$ cat config.mk
export PLATFORM = sky130hd
export DESIGN_NAME = rf_spi_sched
export DESIGN_NICKNAME = d
export VERILOG_FILES = /design/src/rtl/rf_cfg_pkg.sv /design/src/rtl/rf_mon_timer.sv /design/src/rtl/rf_spi_sched.sv
export SDC_FILE = /design/constraint.sdc
export NUM_CORES = 1
export LEC_CHECK = 0
export ABC_AREA = 1
export CAP_MARGIN = 20
export CELL_PAD_IN_SITES_DETAIL_PLACEMENT = 0
export CELL_PAD_IN_SITES_GLOBAL_PLACEMENT = 2
export CORE_UTILIZATION = 30
export CTS_CLUSTER_DIAMETER = 30
export CTS_CLUSTER_SIZE = 16
export DETAILED_ROUTE_END_ITERATION = 10
export GPL_ROUTABILITY_DRIVEN = 0
export GPL_TIMING_DRIVEN = 0
export PLACE_DENSITY = 0.75
export SYNTH_ARGS = -nofsm -noshare
export SYNTH_HDL_FRONTEND = slang
export SYNTH_SLANG_ARGS = --single-unit
$ cat constraint.sdc
create_clock -name spi_clk -period 1.2 [get_ports spi_clk]
set_input_delay 0.12 -clock spi_clk [delete_from_list [all_inputs] [get_ports spi_clk]]
set_output_delay 0.12 -clock spi_clk [all_outputs]
set_load 0.03 [all_outputs]
$ cat src/rtl/rf_cfg_pkg.sv
// Shared select-mode codes, scheduler state encoding and sizing/arbitration helpers.
// Latency: none (types and constant functions only).
// Backpressure: n/a.
package rf_cfg_pkg;

  // Bus owner codes presented on rf_cfg_select_mode
  typedef enum logic [2:0] {
    SEL_ADF  = 3'd0,
    SEL_ADS  = 3'd1,
    SEL_PARK = 3'd2
  } sel_mode_e;

  // Scheduler states; one transaction walks IDLE -> SETTLE -> START -> WAIT -> DONE
  typedef enum logic [2:0] {
    ST_IDLE   = 3'd0,
    ST_SETTLE = 3'd1,
    ST_START  = 3'd2,
    ST_WAIT   = 3'd3,
    ST_DONE   = 3'd4
  } sched_state_e;

  // Width of a counter that runs 0..n-1; never narrower than one bit
  function automatic int cnt_width(input int n);
    return (n > 1) ? $clog2(n) : 1;
  endfunction

  // Round-robin pick: a sole requester wins, a tie goes to whoever was not served last
  function automatic logic pick_ads(input logic adf_pend, input logic ads_pend,
                                    input logic last_ads);
    return ads_pend && (!adf_pend || !last_ads);
  endfunction

endpackage

$ cat src/rtl/rf_mon_timer.sv
// Free-running monitor interval timer; ticks once per MON_PERIOD cycles while enabled.
// Latency: first tick is the MON_PERIOD-th enabled cycle; tick is decoded from the count register.
// Backpressure: none; ticks are fire-and-forget, the consumer coalesces them.
module rf_mon_timer
  import rf_cfg_pkg::*;
#(
  parameter int MON_PERIOD = 50000,
  localparam int MW = cnt_width(MON_PERIOD)
) (
  input  logic          spi_clk,
  input  logic          sys_rest_n,
  input  logic          mon_en,
  output logic          mon_tick,
  output logic [MW-1:0] mon_cnt
);

  localparam logic [MW-1:0] LAST = MW'(MON_PERIOD - 1);

  logic [MW-1:0] r_cnt;
  logic          w_wrap;

  assign w_wrap   = mon_en && (r_cnt == LAST);
  assign mon_tick = w_wrap;
  assign mon_cnt  = r_cnt;

  // Count 0..MON_PERIOD-1 while enabled; disabling parks the count at zero
  always_ff @(posedge spi_clk or negedge sys_rest_n) begin
    if (!sys_rest_n) begin
      r_cnt <= '0;
    end else if (!mon_en || w_wrap) begin
      r_cnt <= '0;
    end else begin
      r_cnt <= r_cnt + 1'b1;
    end
  end

endmodule

$ cat src/rtl/rf_spi_sched.sv
// Arbitrates the shared RF config SPI bus between ADF4351 setup and ADS8332 reads/monitoring.
// Latency: select changes the cycle after grant, start SETTLE cycles later, ack the cycle after spi_done.
// Backpressure: requests are levels held until ack; a busy bus simply delays the grant.
module rf_spi_sched
  import rf_cfg_pkg::*;
#(
  parameter int MON_PERIOD = 50000,
  parameter int SETTLE     = 16,
  parameter int TIMEOUT    = 4096
) (
  input  logic       spi_clk,
  input  logic       sys_rest_n,
  input  logic       adf_req,
  input  logic       ads_req,
  input  logic       mon_en,
  input  logic       spi_done,
  input  logic       err_clr,
  output logic [2:0] rf_cfg_select_mode,
  output logic       adf4351_spi_start,
  output logic       ads8332_spi_start,
  output logic       adf_ack,
  output logic       ads_ack,
  output logic       sched_busy,
  output logic       timeout_err,
  output logic       mon_ovf
);

  localparam int SW = cnt_width(SETTLE);
  localparam int TW = cnt_width(TIMEOUT);
  localparam int MW = cnt_width(MON_PERIOD);

  localparam logic [SW-1:0] SETTLE_LAST  = SW'(SETTLE - 1);
  localparam logic [TW-1:0] TIMEOUT_LAST = TW'(TIMEOUT - 1);

  sched_state_e  r_state;
  sched_state_e  w_state_nxt;
  logic          r_grant_ads;     // owner of the current transaction, and of the last one once idle
  logic [SW-1:0] r_settle_cnt;
  logic [TW-1:0] r_wait_cnt;
  logic          r_mon_pend;
  logic          r_timeout_err;
  logic          r_mon_ovf;

  logic          w_mon_tick;
  logic [MW-1:0] w_mon_cnt;
  logic          w_unused_mon_cnt;
  logic          w_ads_pend;
  logic          w_any_pend;
  logic          w_pick_ads;
  logic          w_grant_load;
  logic          w_settle_end;
  logic          w_timeout_hit;
  logic          w_wait_end;
  logic          w_pend_clr;
  sel_mode_e     w_grant_sel;

  rf_mon_timer #(
    .MON_PERIOD (MON_PERIOD)
  ) u_mon_timer (
    .spi_clk    (spi_clk),
    .sys_rest_n (sys_rest_n),
    .mon_en     (mon_en),
    .mon_tick   (w_mon_tick),
    .mon_cnt    (w_mon_cnt)
  );

  // The raw monitor count is a debug tap only; the scheduler acts on the tick
  assign w_unused_mon_cnt = ^w_mon_cnt;

  // A monitor tick stands in for a software ADS read until it is served
  assign w_ads_pend   = ads_req || r_mon_pend;
  assign w_any_pend   = adf_req || w_ads_pend;
  assign w_pick_ads   = pick_ads(adf_req, w_ads_pend, r_grant_ads);
  assign w_grant_load = (r_state == ST_IDLE) && w_any_pend;
  assign w_grant_sel  = r_grant_ads ? SEL_ADS : SEL_ADF;

  assign w_settle_end = (r_state == ST_SETTLE) && (r_settle_cnt == SETTLE_LAST);
  // spi_done on the last allowed cycle counts as a clean finish, not a timeout
  assign w_timeout_hit = (r_state == ST_WAIT) && !spi_done && (r_wait_cnt == TIMEOUT_LAST);
  assign w_wait_end    = (r_state == ST_WAIT) && (spi_done || (r_wait_cnt == TIMEOUT_LAST));
  assign w_pend_clr    = (r_state == ST_DONE) && r_grant_ads;

  assign timeout_err = r_timeout_err;
  assign mon_ovf     = r_mon_ovf;

  // State register; reset drops straight to IDLE and every decoded output follows at once
  always_ff @(posedge spi_clk or negedge sys_rest_n) begin
    if (!sys_rest_n) begin
      r_state <= ST_IDLE;
    end else begin
      r_state <= w_state_nxt;
    end
  end

  // Next-state and Moore output decode from the registered state and grant
  always_comb begin
    w_state_nxt        = r_state;
    rf_cfg_select_mode = SEL_PARK;
    adf4351_spi_start  = 1'b0;
    ads8332_spi_start  = 1'b0;
    adf_ack            = 1'b0;
    ads_ack            = 1'b0;
    sched_busy         = 1'b0;
    case (r_state)
      ST_IDLE: begin
        if (w_any_pend) begin
          w_state_nxt = ST_SETTLE;
        end
      end
      ST_SETTLE: begin
        if (w_settle_end) begin
          w_state_nxt = ST_START;
        end
      end
      ST_START: begin
        adf4351_spi_start = !r_grant_ads;
        ads8332_spi_start = r_grant_ads;
        w_state_nxt       = ST_WAIT;
      end
      ST_WAIT: begin
        if (w_wait_end) begin
          w_state_nxt = ST_DONE;
        end
      end
      ST_DONE: begin
        adf_ack     = !r_grant_ads;
        ads_ack     = r_grant_ads;
        w_state_nxt = ST_IDLE;
      end
      default: begin
        w_state_nxt = ST_IDLE;
      end
    endcase
    if (r_state != ST_IDLE) begin
      sched_busy         = 1'b1;
      rf_cfg_select_mode = w_grant_sel;
    end
  end

  // Latch the winner when leaving IDLE; it doubles as "last served" for round-robin
  always_ff @(posedge spi_clk or negedge sys_rest_n) begin
    if (!sys_rest_n) begin
      r_grant_ads <= 1'b1;
    end else if (w_grant_load) begin
      r_grant_ads <= w_pick_ads;
    end
  end

  // Settle guard counter: runs 0..SETTLE-1 inside SETTLE only
  always_ff @(posedge spi_clk or negedge sys_rest_n) begin
    if (!sys_rest_n) begin
      r_settle_cnt <= '0;
    end else if ((r_state == ST_SETTLE) && !w_settle_end) begin
      r_settle_cnt <= r_settle_cnt + 1'b1;
    end else begin
      r_settle_cnt <= '0;
    end
  end

  // Transfer watchdog: runs 0..TIMEOUT-1 inside WAIT, cleared the moment WAIT ends
  always_ff @(posedge spi_clk or negedge sys_rest_n) begin
    if (!sys_rest_n) begin
      r_wait_cnt <= '0;
    end else if ((r_state == ST_WAIT) && !w_wait_end) begin
      r_wait_cnt <= r_wait_cnt + 1'b1;
    end else begin
      r_wait_cnt <= '0;
    end
  end

  // Pending monitor read: a fresh tick beats the clear from a finishing ADS transfer
  always_ff @(posedge spi_clk or negedge sys_rest_n) begin
    if (!sys_rest_n) begin
      r_mon_pend <= 1'b0;
    end else if (w_mon_tick) begin
      r_mon_pend <= 1'b1;
    end else if (w_pend_clr) begin
      r_mon_pend <= 1'b0;
    end
  end

  // Sticky error flags; a new event in the same cycle as err_clr keeps the flag set
  always_ff @(posedge spi_clk or negedge sys_rest_n) begin
    if (!sys_rest_n) begin
      r_timeout_err <= 1'b0;
      r_mon_ovf     <= 1'b0;
    end else begin
      r_timeout_err <= w_timeout_hit || (r_timeout_err && !err_clr);
      r_mon_ovf     <= (w_mon_tick && r_mon_pend) || (r_mon_ovf && !err_clr);
    end
  end

endmodule

**After elaboration in Yosys (flattened, before gate mapping)**

Index checks and enable logic that the tools add are counted.

- Word-level logic and storage cells: 68
- Register bits: 39

- Equality and inequality tests: 10
- Add/subtract/negate cells: 3
- Reduce and logical (&&, ||, !) cells: 31
- Mux-type cells: 16

Operator list:

| kind | count |
|---|---|
| adder 16 x 1 -> 16 bit (second input constant) | 1 |
| == test 16 bit (second input constant) | 1 |
| two-way mux 16 bit | 1 |
| logical AND 1 bit | 13 |
| adder 12 x 1 -> 12 bit (second input constant) | 1 |
| == test 12 bit (second input constant) | 1 |
| two-way mux 12 bit | 1 |
| case mux 3 bit (4 select lines) | 1 |
| two-way mux 3 bit | 3 |
| two-way mux 1 bit | 8 |
| logical NOT 1 bit | 7 |
| logical OR 1 bit | 7 |
| == test 3 x 2 -> 1 bit (second input constant) | 2 |
| != test 2 bit (second input constant) | 3 |
| adder 4 x 1 -> 4 bit (second input constant) | 1 |
| == test 4 bit (second input constant) | 1 |
| two-way mux 4 bit | 1 |
| == test 3 x 1 -> 1 bit (second input constant) | 1 |
| == test 3 bit (second input constant) | 1 |
| logical NOT 3 bit | 1 |
| AND reduction 3 bit | 1 |
| nonzero test 3 bit | 1 |
| two-way mux 2 bit | 1 |
| nonzero test 2 bit | 1 |

**Longest topological paths before layout**

Gate-level depths: netlist of the first run.

- Word-level depth: 6
- Mapped depth: 8

**Cells and area by module**

Synthesis of the first run repeated with hierarchy kept, for this count alone.

- Cells, all modules: 269
- Area, all modules: 2109.5 µm²

Modules (own cells, without submodules):

| module | instances | area each (µm²) | cells each |
|---|---|---|---|
| rf_spi_sched | 1 | 1218.7 | 151 |
| rf_mon_timer | 1 | 890.9 | 118 |

**Worst setup path before layout of the first run**

OpenSTA, ideal clock, no wires.

- Path type: reg2out
- From: register r_state[0]
- To: output port rf_cfg_select_mode[0]
- Stages on the path, launching flop included: 5
- Slack: -0.333 ns
- Arrival time: 1.413 ns
- Path through: dfrtp_1 > nor2_1 > nand2_1 > inv_1 > nor2_1

- Word-level cells in the longest chain between the ends: 2

Ends and longest elaborated chain:

| element | RTL line | text |
|---|---|---|
| start, declared | rf_spi_sched.sv:35 | `sched_state_e r_state;` |
| start signal, assigned | rf_spi_sched.sv:91 | `r_state <= w_state_nxt;` |
| nonzero test 3 bit | rf_spi_sched.sv:134 | `if (r_state != ST_IDLE) begin` |
| two-way mux 2 bit | rf_spi_sched.sv:134 |  |
| end, declared | rf_spi_sched.sv:18 | `output logic [2:0] rf_cfg_select_mode,` |

Every way passes these cells.

**Worst setup path after layout of the first run**

- From: register r_state[0]
- To: output port adf4351_spi_start

- Word-level cells in the longest chain between the ends: 2

Ends and longest elaborated chain:

| element | RTL line | text |
|---|---|---|
| == test 3 x 2 -> 1 bit | rf_spi_sched.sv:104 | `case (r_state)` |
| two-way mux 1 bit | rf_spi_sched.sv:104 |  |
| end, declared | rf_spi_sched.sv:19 | `output logic adf4351_spi_start,` |

Every way passes these cells.

==> summary.md, run 1 <==
| Metric | Value |
|---|---|
| Share of power burned in registers | 0.379 |
| Critical Path Sink Type | output port |
| Initial antenna violation count | 0 |
| Yosys warning count | 0 |
| ANT nets after route | 0 |
| CTS Buf Count | 5 |
| Synthesized netlist cell count | 270 |
| H-tree levels | 2 |
| Total number of vias | 1,950 |
| Clock Latency Late Sink | 290 ps |
| Sink Count | 39 |
| Post-Synth Adder-Cell Area | 0.0180 |
| Xor/xnor cell area share of the yosys netlist | 0.0210 |
| Longest Clk Path Bufs | 2 |
| GRT overflow | 0 |
| Cell area after placement | 2380 sq um |
| Simple-gate share of the synthesized area | 0.360 |
| Critical Path AT | around 1200 ps |
| Routed wl met3 | 132 um |
| Status | complete, but fails checks |
| Final setup viols | 39 |
| Routed len/inst | 13.4 um |
| Setup WS post-layout | -161 ps |
| Setup TNS | -4110 ps |
| Min Hold Slack | approximately 170 ps |
| Final critical-path share of the clock period | 1.13 |
| Post-Syn Area per Cell | 7.72 sq um |
| Synthesized area | 2080 sq um |
| Die width | 85.4 um |
| Ys flop type | dfrtp_1 |
| RSZ-0062 raised after global routing | yes |
| Vias per cell | 4.74 |
| Final nets | 341 |
| Core Region | 6760 sq um |
| Fraction of final layout cells sized beyond drive strength 1 | 0.456 |
| Worst Skew | 9.39 ps |
| TritonCTS clock tree | done |
| Max Used Layer | met4 |
| Clk pwr share | 0.214 |
| Seq cells post-synth | 39 |
| Worst min-delay path category | primary input to asynchronous set/reset pin |
| Sw frac | 0.361 |
| Vias in the first global route | 1,918 |
| VDD IR max | 988 uV |
| Netlist cell types | 30 |
| Die Y | roughly 85 um |
| Final min period | roughly 1400 ps |
| Post-synth ARST share | 1.00 |
| Area growth from synthesis to layout | 53.4% |
| Worst-path clk slew | around 70 ps |
| Main combinational cell family by area after synthesis | simple AND/OR/NAND/NOR gates |
| Area fraction in compound gates after synthesis | 0.0582 |
| Net count after synthesis | 280 |
| Sw power | 0.00154 W |
| Violated checks | setup timing |
| Detail Placement HPWL | 3450 um |
| Setup WS pre-CTS | -413 ps |
| Overall global routing resource usage | 0.160 |
| Leak Pwr | about 1.4 nW |
| IO buf count | 15 |
| Clock root buffer master | clkbuf_8 |
| Worst EP required | roughly 1100 ps |
| DR iter-0 viols | 65 |
| Site row count | 30 |
| WL final | 5510 um |
| Seq/Total Area, Yosys | 0.469 |
| Largest net degree at the start of global routing | 37 |
| Max Freq | around 730 MHz |
| Inst Count DP | 366 |
| Internal Power | 0.00273 W |
| M1 wire length | 2380 um |
| Worst Setup Start Kind | flip-flop |
| Die footprint | 7290 sq um |
| I/O Pins | 17 |
| Pwr dens | 1340 nW/um^2 |
| First-pass GRT wire length | between 9000 and 10,000 um |
| Met2 WL | 2940 um |
| Crit-path max FO | 4 |
| Finished Cell Area | 3200 sq um |
| Hold Vio Cnt, Final | 0 |
| Antenna Cells | 0 |
| Non-filler instance count after layout | around 400 |
| DRC viols | 0 |
| Max Slew Vio Count | 0 |
| Multiplexer share of the synthesized area | 0 |
| Max Cap Viol | 0 |
| Critical path class | flip-flop to output port |
| Initial core utilization | 0.309 |
| Post-synth EDFFs | 0 |
| 1st-pass router iterations | 4 |
| Combinational Power Share | 0.407 |
layout make-up:
class	instances	area, sq um
plain buffers	3	42.5
clock buffers	6	82.6
clock inverters	1	5.00
fillers	651	3560
inverters	32	123
multi-input cells	196	1330
flip-flops and latches	39	981
well taps	80	100
repair buffers	54	539
cells in the final DEF (no fill, tap or decap), types with 2 or more instances in the layout:
| cell | netlist | final |
|---|---|---|
| a21oi_1 | 5 | 2 |
| nor3_2 | 2 | 5 |
| inv_1 | 29 | 22 |
| xor2_2 | 0 | 2 |
| o21ai_0 | 6 | 4 |
| nor3_1 | 6 | 3 |
| a21oi_2 | 1 | 4 |
| inv_2 | 2 | 8 |
| nand3_4 | 0 | 2 |
| nand3_1 | 19 | 12 |
| buf_4 | 1 | 29 |
| buf_12 | 0 | 4 |
| dfrtp_1 | 38 | 35 |
| nand2_4 | 1 | 4 |
| nor2_1 | 60 | 27 |
| nand3_2 | 2 | 7 |
| nand2_2 | 6 | 9 |
| buf_6 | 2 | 12 |
| nor2_4 | 1 | 21 |
| nand2_1 | 55 | 48 |
| o21bai_1 | 3 | 3 |
| clkbuf_8 | 0 | 6 |
| clkdlybuf4s50_1 | 0 | 5 |
| ha_4 | 0 | 2 |
| dfrtp_2 | 0 | 3 |
| nand4_1 | 9 | 9 |
| nor2_2 | 5 | 18 |
| o21ai_2 | 0 | 4 |
| buf_16 | 0 | 2 |
| xor2_1 | 4 | 2 |
power by group through the flow:
stage,sequential (W),clock (W),combinational [W]
2_1_floorplan,0.00157,0,0.000712
3_3_place_gp,0.00160,0,0.00103
3_5_place_dp,0.00160,0,0.00104
4_1_cts,0.00159,0.000964,0.00151
5_1_grt,0.00164,0.00100,0.00188
6_report,0.00162,0.000915,0.00174
per-stage QoR:
step	total power, W	utilization
6_report	0.00428	0.473
5_1_grt	0.00452	0.473
4_1_cts	0.00406	0.431
3_5_place_dp	0.00264	0.352
3_3_place_gp	0.00263	0.350
2_1_floorplan	0.00228	-
state kept, by name (all words and copies together), names as in the netlist:
signal,flops
timeout_err,1
r_mon_pend,1
r_state,3
r_grant_ads,1
r_wait_cnt,12
u_mon_timer.mon_cnt,16
r_settle_cnt,4
mon_ovf,1
kinds of logic (layout without fill, tap and decap cells):
family	Yosys count	in the layout
compound gates	20	20
xor+xnor	5	5
fa+ha+maj	3	3
buf+inv	35	96
flops	39	39
other cells	1	1
simple gates	167	167
per-layer routing:
metal  up-vias  GRT usage
met5         -          0
met4         0     0.0500
met3         5     0.0292
met2        28      0.282
met1       933      0.199
li1        984          -
synthesized netlist by cell type, types with 4 or more instances:
cell type  instances  area share
nor2_1            60        0.11
nand2_1           55       0.099
dfrtp_1           38        0.46
inv_1             29       0.052
nand3_1           19       0.046
nand4_1            9       0.027
nand2_2            6       0.018
nor3_1             6       0.014
o21ai_0            6       0.014
a21oi_1            5       0.012
nor2_2             5       0.015
xor2_1             4       0.017
worst max-delay path: stages (launching register included):
cell and delay [ps]:
dfrtp_2 450, nor2_4 130, nand2_2 100, nor2_1 100, buf_4 160
repair_timing:
item	4_1_cts	5_1_grt
buffers inserted	27	9
gates resized for setup	99	58
endpoints found under the setup margin	40	45
cloned	2	0
hold buffers	1	0
hold endpoints to repair	39	0
pin swaps	18	13
path summary, 6_finish.rpt:
kind | startpoint | to | slack, ps | cells after the start
min in group spi_clk | err_clr | timeout_err | 430 | 4
worst min-delay path | sys_rest_n | u_mon_timer.mon_cnt[0] | 170 | 2
max in group asynchronous | sys_rest_n | r_state[0] | 600 | 3
worst min register to register | mon_ovf | mon_ovf | 480 | 2
worst max register to register | u_mon_timer.mon_cnt[5] | u_mon_timer.mon_cnt[3] | -150 | 8
worst max-delay path | r_state[0] | adf4351_spi_start | -160 | 4
No activity file was read; power rests on OpenSTA's default activity.
==> inputs of run 2 (changes only) <==
--- a/config.mk
+++ b/config.mk
@@ -9,13 +9,15 @@
 export CAP_MARGIN = 20
 export CELL_PAD_IN_SITES_DETAIL_PLACEMENT = 0
 export CELL_PAD_IN_SITES_GLOBAL_PLACEMENT = 2
-export CORE_UTILIZATION = 30
+export CORE_MARGIN = 4
+export CORE_UTILIZATION = 31
 export CTS_CLUSTER_DIAMETER = 30
 export CTS_CLUSTER_SIZE = 16
 export DETAILED_ROUTE_END_ITERATION = 10
 export GPL_ROUTABILITY_DRIVEN = 0
 export GPL_TIMING_DRIVEN = 0
-export PLACE_DENSITY = 0.75
+export PLACE_DENSITY = 0.76
 export SYNTH_ARGS = -nofsm -noshare
 export SYNTH_HDL_FRONTEND = slang
+export SYNTH_HIERARCHICAL = 1
 export SYNTH_SLANG_ARGS = --single-unit
==> summary.md, run 2 <==
| Metric | Value |
|---|---|
| IO buf count | 15 (unchanged) |
| Vias in the first global route | 1,907 (-0.57%) |
| Multiplexer share of the synthesized area | 0 (unchanged) |
| Fraction of final layout cells sized beyond drive strength 1 | 0.429 (-0.0272) |
| Final nets | 340 (-0.29%) |
| Yosys top cell area share | 0.451 (-0.00541) |
| Sink Count | 39 (unchanged) |
| Netlist cell types | 29 (-3.3%) |
| Clock root buffer master | clkbuf_8 |
| Worst Skew | 2.45 ps (-6.94 ps) |
| Worst Setup Start Kind | flip-flop |
| Crit-path max FO | 3 (-1) |
| Post-Synth Adder-Cell Area | 0.0178 (-0.000214) |
| Finished Cell Area | 3180 sq um (-0.55%) |
| Seq cells post-synth | 39 (unchanged) |
| Site row count | 29 (-3.3%) |
| Synthesized area | 2110 sq um (+1.2%) |
| Critical Path Sink Type | output port |
| Clock Latency Late Sink | 290 ps (about the same) |
| Cells along the critical path | nor2_4 > nand2_4 > inv_4 > nor2_4 > buf_6 |
| Largest net degree at the start of global routing | 24 (-35%) |
| Routed len/inst | 12.9 um (-4.1%) |
| Largest register FFs | 16 (unchanged) |
| Net count after synthesis | 279 (-0.36%) |
| Inst Count DP | 362 (-1.1%) |
| Worst-path clk slew | 80 ps (about the same) |
| Leak Pwr | 1.30 nW (-3.7%) |
| GRT overflow | 0 (unchanged) |
| Core Region | 6490 sq um (-3.9%) |
| Max Freq | 734 MHz (about the same) |
| Overall global routing resource usage | 0.136 (-0.0243) |
| Pwr dens | 1460 nW/um^2 (+9.1%) |
| Synthesized netlist cell count | 269 (-0.37%) |
| Dominant cell type by area after synthesis | dfrtp_1 |
| Initial antenna violation count | 0 (unchanged) |
| VDD IR max | 1100 uV (+11%) |
| Hold Vio Cnt, Final | 0 (unchanged) |
| H-tree levels | 2 (unchanged) |
| Commonest non-fill, non-tap cell in the layout | nand2_1 |
| Worst min-delay path category | primary input to asynchronous set/reset pin |
| TritonCTS clock tree | done |
| Post-synth EDFFs | 0 (unchanged) |
| Most common library cells after synthesis | nor2_1, nand2_1, dfrtp_1 |
| Synth area leaders | dfrtp_1, nor2_1, nand2_1 |
| Critical path class | flip-flop to output port |
| Area fraction in compound gates after synthesis | 0.0433 (-0.0149) |
| WL final | 5250 um (-4.8%) |
| Top Family by Delay on Critical Path | flip-flops |
| Area growth from synthesis to layout | 50.8% |
| Total number of vias | 1,876 (-3.8%) |
| Status | complete, but fails checks |
| Initial core utilization | 0.325 (+0.0163) |
| Setup WS post-layout | -162 ps (-1.32 ps) |
| Slowest-stage cell, CP | dfrtp_1 |
| Longest Clk Path Bufs | 2 (unchanged) |
| 1st-pass router iterations | 4 (unchanged) |
| Max Slew Vio Count | 0 (unchanged) |
| Total power | 0.00464 W (+8.5%) |
| Worst EP required | 1080 ps (about the same) |
| Violated checks | setup timing |
| Critical Path AT | 1240 ps (about the same) |
| Final critical-path share of the clock period | 1.14 (about the same) |
| CTS Buf Count | 5 (unchanged) |
| Post-Syn Area per Cell | 7.84 sq um (+1.6%) |
| Antenna Cells | 0 (unchanged) |
| Vias per cell | 4.60 (-3.1%) |
| Max stage delay on crit path | 440 ps (about the same) |
| Die Y | 90.5 um (+6.0%) |
| Simple-gate share of the synthesized area | 0.349 (-0.0108) |
| Final setup viols | 39 (unchanged) |
| Cell area after placement | 2420 sq um (+1.7%) |
| Main combinational cell family by area after synthesis | simple AND/OR/NAND/NOR gates |
| Ys flop type | dfrtp_1 |
| Max Cap Viol | 0 (unchanged) |
| Die footprint | 8190 sq um (+12%) |
| Detail Placement HPWL | 3390 um (-1.6%) |
| DRC viols | 0 (unchanged) |
| CP dominant cell by count | nor2_4 |
| Non-filler instance count after layout | 408 (-0.73%) |
| Buf/Inv on CP | 2 (+1) |
| Yosys warning count | 6 (+6) |
| Die width | 90.5 um (+6.0%) |
| Xor/xnor cell area share of the yosys netlist | 0.0498 (+0.0288) |
| ANT nets after route | 0 (unchanged) |
| Final min period | 1360 ps (+1.32 ps) |
| Most numerous cell in the Yosys netlist | nor2_1 |
| First-pass GRT wire length | 8950 um (-0.92%) |
| RSZ-0062 raised after global routing | yes |
| DR iter-0 viols | 38 (-42%) |
| Most frequent cells in the layout | nand2_1, dfrtp_1, nor2_1 |
| I/O Pins | 17 (unchanged) |
| Post-synth ARST share | 1.00 (unchanged) |
| Seq/Total Area, Yosys | 0.463 (-0.00556) |
| Fill count | 633 (-2.8%) |
-- run 2: through the flow --
step                      hold WS [ps]  TNS [ps]  utilization  setup WS, ps
final                              297     -3360        0.490          -162
after global routing               325     -5960        0.490          -244
after CTS                          297     -5050        0.456          -195
after detailed placement          88.6     -9570        0.373          -480
after global placement             448    -51640        0.370         -1100
after floorplan                   -176     -1380            -          -102
-- run 2: what timing repair did --
item | in CTS | in global routing
hold buffers | 1 | 0
cloned | 2 | 0
pin swaps | 21 | 16
endpoints found under the hold margin | 16 | 0
setup endpoints to repair | 46 | 46
buffers inserted | 29 | 10
gates resized for setup | 98 | 60
-- run 2: per-layer routing --
layer | global-route usage | vias up | wire length [um]
li1 | - | 970 | -
met1 | 0.158 | 881 | 2350
met2 | 0.241 | 20 | 2690
met3 | 0.0400 | 5 | 152
met4 | 0.0370 | 0 | 63
met5 | 0 | - | 0
-- run 2: logic make-up after synthesis --
kind of cell	after synthesis
simple gates	165
flops	39
buf+inv	36
compound gates	13
xor+xnor	12
fa+ha+maj	3
other cells	1
-- run 2: final cells by class --
cell class	count	area, sq um	share of cell area
plain buffers	3	37.5	0.0118
flip-flops and latches	39	985	0.310
inverters	33	129	0.0405
repair buffers	54	523	0.164
multi-input cells	194	1310	0.412
clock buffers	8	100	0.0315
well taps	77	96.3	0.0303
-- run 2: path summary, 6_finish.rpt --
path / from / endpoint / slack (ps) / cells past startpoint
worst max-delay path: r_state[2] / rf_cfg_select_mode[0] / -160 / 5
worst min-delay path: sys_rest_n / u_mon_timer/mon_cnt[13] / 300 / 2
worst max register to register: u_mon_timer/mon_cnt[0] / u_mon_timer/mon_cnt[3] / -160 / 8
worst min register to register: timeout_err / timeout_err / 530 / 2
max in group asynchronous: sys_rest_n / r_grant_ads / 350 / 3
min in group spi_clk: err_clr / timeout_err / 430 / 2
-- run 2: report_power, final --
group          leakage [nW]  internal, W  switching, W  total, W
clock                0.0515     0.000525      0.000482   0.00101
combinational         0.732     0.000968       0.00107   0.00203
sequential            0.521      0.00147      0.000134   0.00160
total                  1.30      0.00296       0.00168   0.00464
